<file path="src/rtl/core_bus_unit.sv">
// Byte-serial bus interface unit: multi-byte little-endian read/write/push/pop
// over an 8-bit memory port with segment:offset addressing and 16-bit offset wrap.
module core_bus_unit #(
  parameter int DATA_BYTES = 2,
  parameter int ADDR_W     = 20
) (
  input  logic                    clock,
  input  logic                    reset,
  input  logic                    req,
  input  logic [1:0]              op,
  input  logic [1:0]              size,
  input  logic [15:0]             seg,
  input  logic [15:0]             off,
  input  logic [8*DATA_BYTES-1:0] wdata,
  output logic                    busy,
  output logic                    done,
  output logic [8*DATA_BYTES-1:0] rdata,
  output logic [15:0]             sp_out,
  output logic [ADDR_W-1:0]       address,
  input  logic [7:0]              data,
  output logic [7:0]              out,
  output logic                    wren
);

  localparam int WD = 8 * DATA_BYTES;
  localparam logic [1:0] MAX_SIZE = 2'(DATA_BYTES - 1);
  localparam logic [1:0] OP_READ  = 2'b00;
  localparam logic [1:0] OP_WRITE = 2'b01;
  localparam logic [1:0] OP_PUSH  = 2'b10;
  localparam logic [1:0] OP_POP   = 2'b11;

  typedef enum logic {S_IDLE, S_XFER} state_t;

  state_t          state_q;
  logic            is_wr_q;
  logic            prime_q;
  logic [2:0]      n_q;
  logic [2:0]      a_q;
  logic [2:0]      k_q;
  logic [15:0]     seg_q;
  logic [15:0]     base_q;
  logic [WD-1:0]   wdata_q;
  logic [WD-1:0]   rdata_q;
  logic [15:0]     sp_q;
  logic [ADDR_W-1:0] address_q;
  logic [7:0]      out_q;
  logic            busy_q;
  logic            done_q;
  logic            wren_q;

  logic [1:0]      size_d;
  logic [2:0]      n_d;
  logic [15:0]     base_d;
  logic [15:0]     sp_d;
  logic            is_wr_d;

  function automatic logic [ADDR_W-1:0] phys(input logic [15:0] s, input logic [15:0] o);
    logic [31:0] sum;
    sum = {12'd0, s, 4'd0} + {16'd0, o};
    return ADDR_W'(sum);
  endfunction

  function automatic logic [7:0] byte_sel(input logic [WD-1:0] w, input logic [2:0] idx);
    return 8'(w >> {idx, 3'b000});
  endfunction

  always_comb begin
    size_d  = (size > MAX_SIZE) ? MAX_SIZE : size;
    n_d     = {1'b0, size_d} + 3'd1;
    base_d  = (op == OP_PUSH) ? (off - {13'd0, n_d}) : off;
    is_wr_d = (op == OP_WRITE) || (op == OP_PUSH);
    case (op)
      OP_PUSH: sp_d = off - {13'd0, n_d};
      OP_POP:  sp_d = off + {13'd0, n_d};
      OP_READ: sp_d = sp_q;
      default: sp_d = sp_q;
    endcase
  end

  always_ff @(posedge clock or posedge reset) begin
    if (reset) begin
      state_q   <= S_IDLE;
      is_wr_q   <= 1'b0;
      prime_q   <= 1'b0;
      n_q       <= 3'd0;
      a_q       <= 3'd0;
      k_q       <= 3'd0;
      seg_q     <= 16'd0;
      base_q    <= 16'd0;
      wdata_q   <= '0;
      rdata_q   <= '0;
      sp_q      <= 16'd0;
      address_q <= '0;
      out_q     <= 8'd0;
      busy_q    <= 1'b0;
      done_q    <= 1'b0;
      wren_q    <= 1'b0;
    end else begin
      case (state_q)
        S_IDLE: begin
          done_q <= 1'b0;
          if (req) begin
            state_q   <= S_XFER;
            is_wr_q   <= is_wr_d;
            prime_q   <= 1'b1;
            n_q       <= n_d;
            a_q       <= 3'd1;
            k_q       <= 3'd0;
            seg_q     <= seg;
            base_q    <= base_d;
            wdata_q   <= wdata;
            rdata_q   <= '0;
            sp_q      <= sp_d;
            busy_q    <= 1'b1;
            address_q <= phys(seg, base_d);
            wren_q    <= is_wr_d;
            out_q     <= is_wr_d ? byte_sel(wdata, 3'd0) : out_q;
          end
        end
        S_XFER: begin
          if (a_q < n_q) begin
            address_q <= phys(seg_q, base_q + {13'd0, a_q});
            a_q       <= a_q + 3'd1;
          end
          if (is_wr_q) begin
            if (a_q < n_q) begin
              out_q <= byte_sel(wdata_q, a_q);
            end else begin
              wren_q  <= 1'b0;
              busy_q  <= 1'b0;
              done_q  <= 1'b1;
              state_q <= S_IDLE;
            end
          end else if (prime_q) begin
            // First edge after accept: memory has not yet returned byte 0.
            prime_q <= 1'b0;
          end else begin
            rdata_q <= rdata_q | (WD'(data) << {k_q, 3'b000});
            k_q     <= k_q + 3'd1;
            if (k_q == (n_q - 3'd1)) begin
              busy_q  <= 1'b0;
              done_q  <= 1'b1;
              state_q <= S_IDLE;
            end
          end
        end
        default: state_q <= S_IDLE;
      endcase
    end
  end

  assign busy    = busy_q;
  assign done    = done_q;
  assign rdata   = rdata_q;
  assign sp_out  = sp_q;
  assign address = address_q;
  assign out     = out_q;
  assign wren    = wren_q;

endmodule

</file>
<file path="config.mk">
export PLATFORM = sky130hd
export DESIGN_NAME = core_bus_unit
export DESIGN_NICKNAME = d
export VERILOG_FILES = /design/src/rtl/core_bus_unit.sv
export SDC_FILE = /design/constraint.sdc
export NUM_CORES = 1
export LEC_CHECK = 0
export ABC_AREA = 1
export ABC_CLOCK_PERIOD_IN_PS = 4070
export BUFFER_PORTS_ARGS = -buffer_cell sky130_fd_sc_hd__buf_2
export CAP_MARGIN = 10
export CORE_ASPECT_RATIO = 1.75
export CORE_MARGIN = 2
export CORE_UTILIZATION = 40
export DETAILED_ROUTE_END_ITERATION = 6
export PLACE_DENSITY_LB_ADDON = 0.3
export SYNTH_ARGS = -nofsm -noshare
export SYNTH_HDL_FRONTEND = slang
export SYNTH_SLANG_ARGS = --single-unit
</file>
<file path="constraint.sdc">
create_clock -name clock -period 4.07 [get_ports clock]
set_clock_uncertainty 0.05 [all_clocks]
set_input_delay 0.2035 -clock clock [delete_from_list [all_inputs] [get_ports clock]]
set_output_delay 0.2035 -clock clock [all_outputs]
set_load 0.01 [all_outputs]
</file>
# [Word-level counts from Yosys, hierarchy flattened]
# Index checks and enable logic that the tools add are counted.
[word_totals] ff_bits=123
[classes] add_sub_neg=9 magnitude_cmp=2 eq_ne=14 n_shift=2 mux=44 bitwise=2 reduce_logical=11
[op_table] op="$mux W16" n=4
[op_table] op="$pmux W16 S2" n=2
[op_table] op="$add A20 B16 Y20" n=2
[op_table] op="$mux W20" n=2
[op_table] op="$pmux W20 S2" n=1
[op_table] op="$add A16 B3 Y16" n=2
[op_table] op="$mux W8" n=4
[op_table] op="$mux W1" n=17
[op_table] op="$or A16 B16 Y16" n=1
[op_table] op="$pmux W8 S2" n=1
[op_table] op="$shl A8 B6 Y16" n=1
[op_table] op="$shr A16 B6 Y8" n=1
[op_table] op="$sub A16 B3 Y16" n=1
[op_table] op="$mux W3" n=5
[op_table] op="$pmux W3 S2" n=2
[op_table] op="$reduce_and A3 Y1" n=4
[op_table] op="$ne A2 B2 Y1 const B" n=5
[op_table] op="$pmux W1 S2" n=5
[op_table] op="$reduce_and A4 Y1" n=2
[op_table] op="$add A3 B1 Y3 const B" n=2
[op_table] op="$ne A3 B3 Y1 const B" n=2
[op_table] op="$reduce_and A2 Y1" n=3
[op_table] op="$eq A2 B2 Y1 const B" n=2
[op_table] op="$ne A2 B1 Y1 const B" n=2
[op_table] op="11 further kinds" n=11

# [Logic depth before layout (Yosys ltp)]
[depth] depth_word=8 depth_mapped=26

# [Worst setup path before layout]
# No wires, ideal clock.
[synth_timing] path_type="reg-to-reg" start="register a_q[0]" end="register address_q[19] (netlist: address[19])" setup_time_ns=0.116 arrival_ns=2.810 required_time_ns=3.904 path_slack_ns=1.093 path_stages_with_launch=24 path_buffers=0 period_less_slack_ns=2.977 cell_sequence="dfrtp_1 > ha_1 > inv_1 > fa_1 > inv_1 > nand2_1 > a21oi_2 > nand2_1 > nor2_4 > nand3_2 > nor2_2 > nand2_1 > xnor2_1 > ha_1 > nand2_1 > inv_1 > a21oi_1 > nand2_1 > nand2_1 > nand3_1 > nand3_1 > nand2_1 > nand2_1 > nand2_1"
[synth_via] elab_chain_len=4 elab_cells_between_ends=7 cone_classes="2 x add/sub; 1 x order compare; 1 x eq/ne; 2 x mux; 1 x reduce/logical"
[synth_rtl] item="from (decl)" line_no="38" source="logic [2:0] a_q;"
[synth_rtl] item="from (signal assigned)" line_no="123" source="a_q <= a_q + 3'd1;"
[synth_rtl] item="$add A16 B3 Y16" line_no="122" source="address_q <= phys(seg_q, base_q + {13'd0, a_q});"
[synth_rtl] item="$add A20 B16 Y20" line_no="59" source="sum = {12'd0, s, 4'd0} + {16'd0, o};"
[synth_rtl] item="$mux W20" line_no="121" source="if (a_q < n_q) begin"
[synth_rtl] item="$pmux W20 S2" line_no="99" source="case (state_q)"
[synth_rtl] item="to (signal assigned)" line_no="115" source="address_q <= phys(seg, base_d);"
[synth_rtl] item="to (signal assigned)" line_no="122"
[synth_rtl] item="to (decl)" line_no="45" source="logic [ADDR_W-1:0] address_q;"
# Several ways; a longest one is shown, not always the timed one. The select of a mux whose other input is x is not followed.
# A chain may end at the register's enable or synchronous reset.

# [Worst setup path in the final report]
[layout_timing] start="register a_q[1]" end="register address_q[19] (netlist: address[19])"
# Same word-level chain as after synthesis.

==> impl_results.md <==
- Max Slew Vio Count: 0
- Outcome: complete, no violations
- Dpl cell area: a little over 0.009 mm2
- CP Max Fanout: 5
- CTS tree: yes
- Synthesized instance count: approximately 1,200
- Total Routing Usage GR: 0.2295
- Design Power: between 7 and 8 mW
- Cell taking the most area after synthesis: dfrtp_1
- Routed Antenna Nets: 0
- Ranking of synthesized cells by area: dfrtp_1, nand2_1, ha_1, inv_1, nand3_1
- Post-synth top cells: nand2_1, inv_1, dfrtp_1
- Async SR Flop Fraction: 1.000
- Final Wtd Congestion: just over 0.9
- First-pass DRT Iterations: 5
- Detail Placement HPWL: 19.04 mm
- Synthesis-to-layout area growth: 19.86%
- Initial antenna violation count: 0
- Logic pwr share: 0.489
- HP Class: primary input to flop
- Chip height: about 200 um
- Tmin final: 3.476 ns
- Vias in the first global route: a little over 8,000
- RSZ-0062 raised after global routing: false
- Post-CTS sizing: 0
- Clock share of power: 0.206
- Worst path arrival time: between 3 and 4 ns
- Worst VDD drop: approximately 0.38 mV
- P_int: 3.956 mW
- Static Leak: ~5.5 nW
- Worst-Skew Late Latency: roughly 0.43 ns
- EDFF count, synth: 0
- Clock sinks: 123
- DP Cell Count: around 1,600
- Layout cells sized above 1: 0.1570
- Core Util, Final: 0.4864
- Final Non-Filler Cells: ~1,600
- Mapped Avg Cell Area: 6.974 um2
- Routed length per instance: ~15 um
- Register Area: ~0.0031 mm2
- Fin nets: approximately 1,500
- First-pass GRT wire length: ~40 mm
- Routed via count: approximately 8,200
- Final hold vios: 0
- Ports: approximately 130
- # DRC: 0
- Starting Density: 0.4058
- Synthesized area: 0.008459 mm2
- Post-Syn Nets: around 1,300
- Setup crit end kind: flop
- Setup violations, final: 0
- Final Cell Area: a little over 0.01 mm2
- Fillers: 2,168
- Reg power frac: 0.305
- Fin crit share: 0.8541
- P_sw: between 3 and 4 mW
- Htree depth: 4
- Yosys cell types: 48
- Die Span X: 113.9 um
- Final setup TNS: 0 ns
- First-iteration detailed-routing DRC count: 344
- Hold Crit Depth: 3
- Crit Path Category: flop to flop
- Area of the multi-input gates: around 0.0046 mm2
- Worst R2R Path Depth: 24
- Max clock buf depth: 2
- Cell with the most instances after synthesis: nand2_1
- Total Wirelength: about 25 mm
- Core ar.: 0.02085 mm2
- DR vias/cell: between 5 and 6
- FP Rows: 70
- Register area share after synthesis: 0.3639
- Tightest Pin Transition: between 0.8 and 0.9 ns
- Ys flop type: dfrtp_1
- Largest net degree at the start of global routing: 84
- CP max stage delay: ~0.43 ns
- Synth warnings: 0
- CTS Root Cell: clkbuf_16
- Synth top area share: 0.3639
- Inserted Clock Buffers: 17
- Ordered list of cells on the worst path: inv_1 -> fa_1 -> inv_1 -> nand2_1 -> a21oi_2 -> nand2_1 -> nor2_4 -> nand3_2 -> nor2_2 -> nand2_1 -> nand2_1 -> inv_1 -> ha_1 -> nand2_1 -> nor2_1 -> nand2_1 -> nor2_1 -> nand2_1 -> nand2_1 -> nand2_1 -> nand3_1 -> nand2_1 -> nand2_1 -> nand2_1
- Slowest-stage cell, CP: dfrtp_1
- Worst-path clk slew: around 0.06 ns
- I/O Buffers: about 130
- Peak Freq: 287.7 MHz
- Relative slew margins: 0.4240
- Element type at the critical path start: flop
- GRT Residual Overflow: 0
- Req. time, crit path: approximately 4.3 ns
- Area of the die: between 0.02 and 0.025 mm2
- Cell Pwr Density: ~710 mW/mm2
- Sw frac: 0.4511
- Max-Cap Viols: 0
- Most frequent CP cell: nand2_1
- Yosys reg bits: 123
## worst max-delay path: cells and delay by family, from the launching register on
family / cells / cell delay (ns)
buffers and inverters: 3 / 0.23
and+or+nand+nor: 18 / 1.65
DFF: 1 / 0.43
adders and majority gates: 2 / 0.83
AOI/OAI and AO/OA: 1 / 0.18
## state kept, by name (all words and copies together), names as in the netlist
| signal | cells |
|---|---|
| address | 20 |
| wdata_q | 16 |
| rdata | 16 |
| done | 1 |
| is_wr_q | 1 |
| wren | 1 |
| k_q | 3 |
| a_q | 3 |
| prime_q | 1 |
| out | 8 |
| busy | 1 |
| state_q | 1 |
| sp_out | 16 |
| n_q | 3 |
| base_q | 16 |
| seg_q | 16 |
## cell type report
class / count / area share
Multi-Input combinational cell: 906 / 0.4572
Sequential cell: 123 / 0.3036
Timing Repair Buffer: 160 / 0.09576
Inverter: 148 / 0.05528
Clock buffer: 24 / 0.04849
Tap cell: 252 / 0.03110
Clock inverter: 8 / 0.008391
Antenna cell: 1 / 0.0002468
## through the flow
stage	setup slack [ns]	hold WS (ns)
floorplan	0.5456	0.2701
global placement	0.5822	0.3369
detailed placement	0.4668	0.3326
CTS	0.6331	0.001549
global route	0.1598	0.01903
finish	0.5938	0.01278
## layer usage
layer | vias to the layer above | GRT usage | wire length (um)
li1 | 4150 | - | -
met1 | 3795 | 0.2523 | 9689
met2 | 189 | 0.4147 | 13140
met3 | 64 | 0.03475 | 856
met4 | 0 | 0.1292 | 1224
met5 | - | 0 | 0
## power by group through the flow
stage | Combinational, mW | Sequential [mW] | Clock [mW]
floorplan | 2.40 | 2.25 | 0
global placement | 3.46 | 2.20 | 0
detailed placement | 3.51 | 2.22 | 0
CTS | 3.55 | 2.20 | 1.51
global route | 4.02 | 2.26 | 1.56
finish | 3.53 | 2.20 | 1.48
## timing repair
item / in CTS / in global routing
hold buffers: 28 / 0
buffers inserted: 0 / 0
hold endpoints to repair: 82 / 0
setup endpoints to repair: 0 / 0
## logic make-up (layout without fill, tap and decap cells)
kind of cell             after synthesis  after routing  synth area share
buffers and inverters                184            340           0.08874
other                                  2              3         0.0008878
AND/OR/NAND/NOR                      672            672            0.3363
AO/OA/AOI/OAI                        154            154            0.1041
XOR/XNOR                              31             31           0.03210
flip-flops                           123            123            0.3639
adder cells (fa/ha/maj)               47             47           0.07395
## placed cells by master (no fill, tap or decap), drive strengths merged, types with 27 or more instances in the layout
| cell | n |
|---|---|
| inv | 149 |
| o21ai | 80 |
| nand3 | 82 |
| ha | 42 |
| a21oi | 36 |
| nor2 | 94 |
| xor2 | 27 |
| dlygate4sd3 | 28 |
| dfrtp | 123 |
| nand2 | 454 |
| buf | 132 |
## worst paths after layout
| kind | slack [ns] | startpoint | to |
|---|---|---|---|
| min in group asynchronous | 0.39 | reset | sp_out[1]$_DFFE_PP0P_ |
| max in group asynchronous | 2.74 | reset | seg_q[11]$_DFFE_PP0P_ |
| hold reg to reg | 0.41 | address[6]$_DFFE_PP0P_ | address[6]$_DFFE_PP0P_ |
| setup / recovery | 0.59 | a_q[1]$_DFFE_PP0P_ | address[19]$_DFFE_PP0P_ |
| hold / removal | 0.01 | seg[2] | seg_q[2]$_DFFE_PP0P_ |
| setup reg to reg | 0.59 | a_q[1]$_DFFE_PP0P_ | address[19]$_DFFE_PP0P_ |
Note: power is estimated with default switching activity, not from simulation.
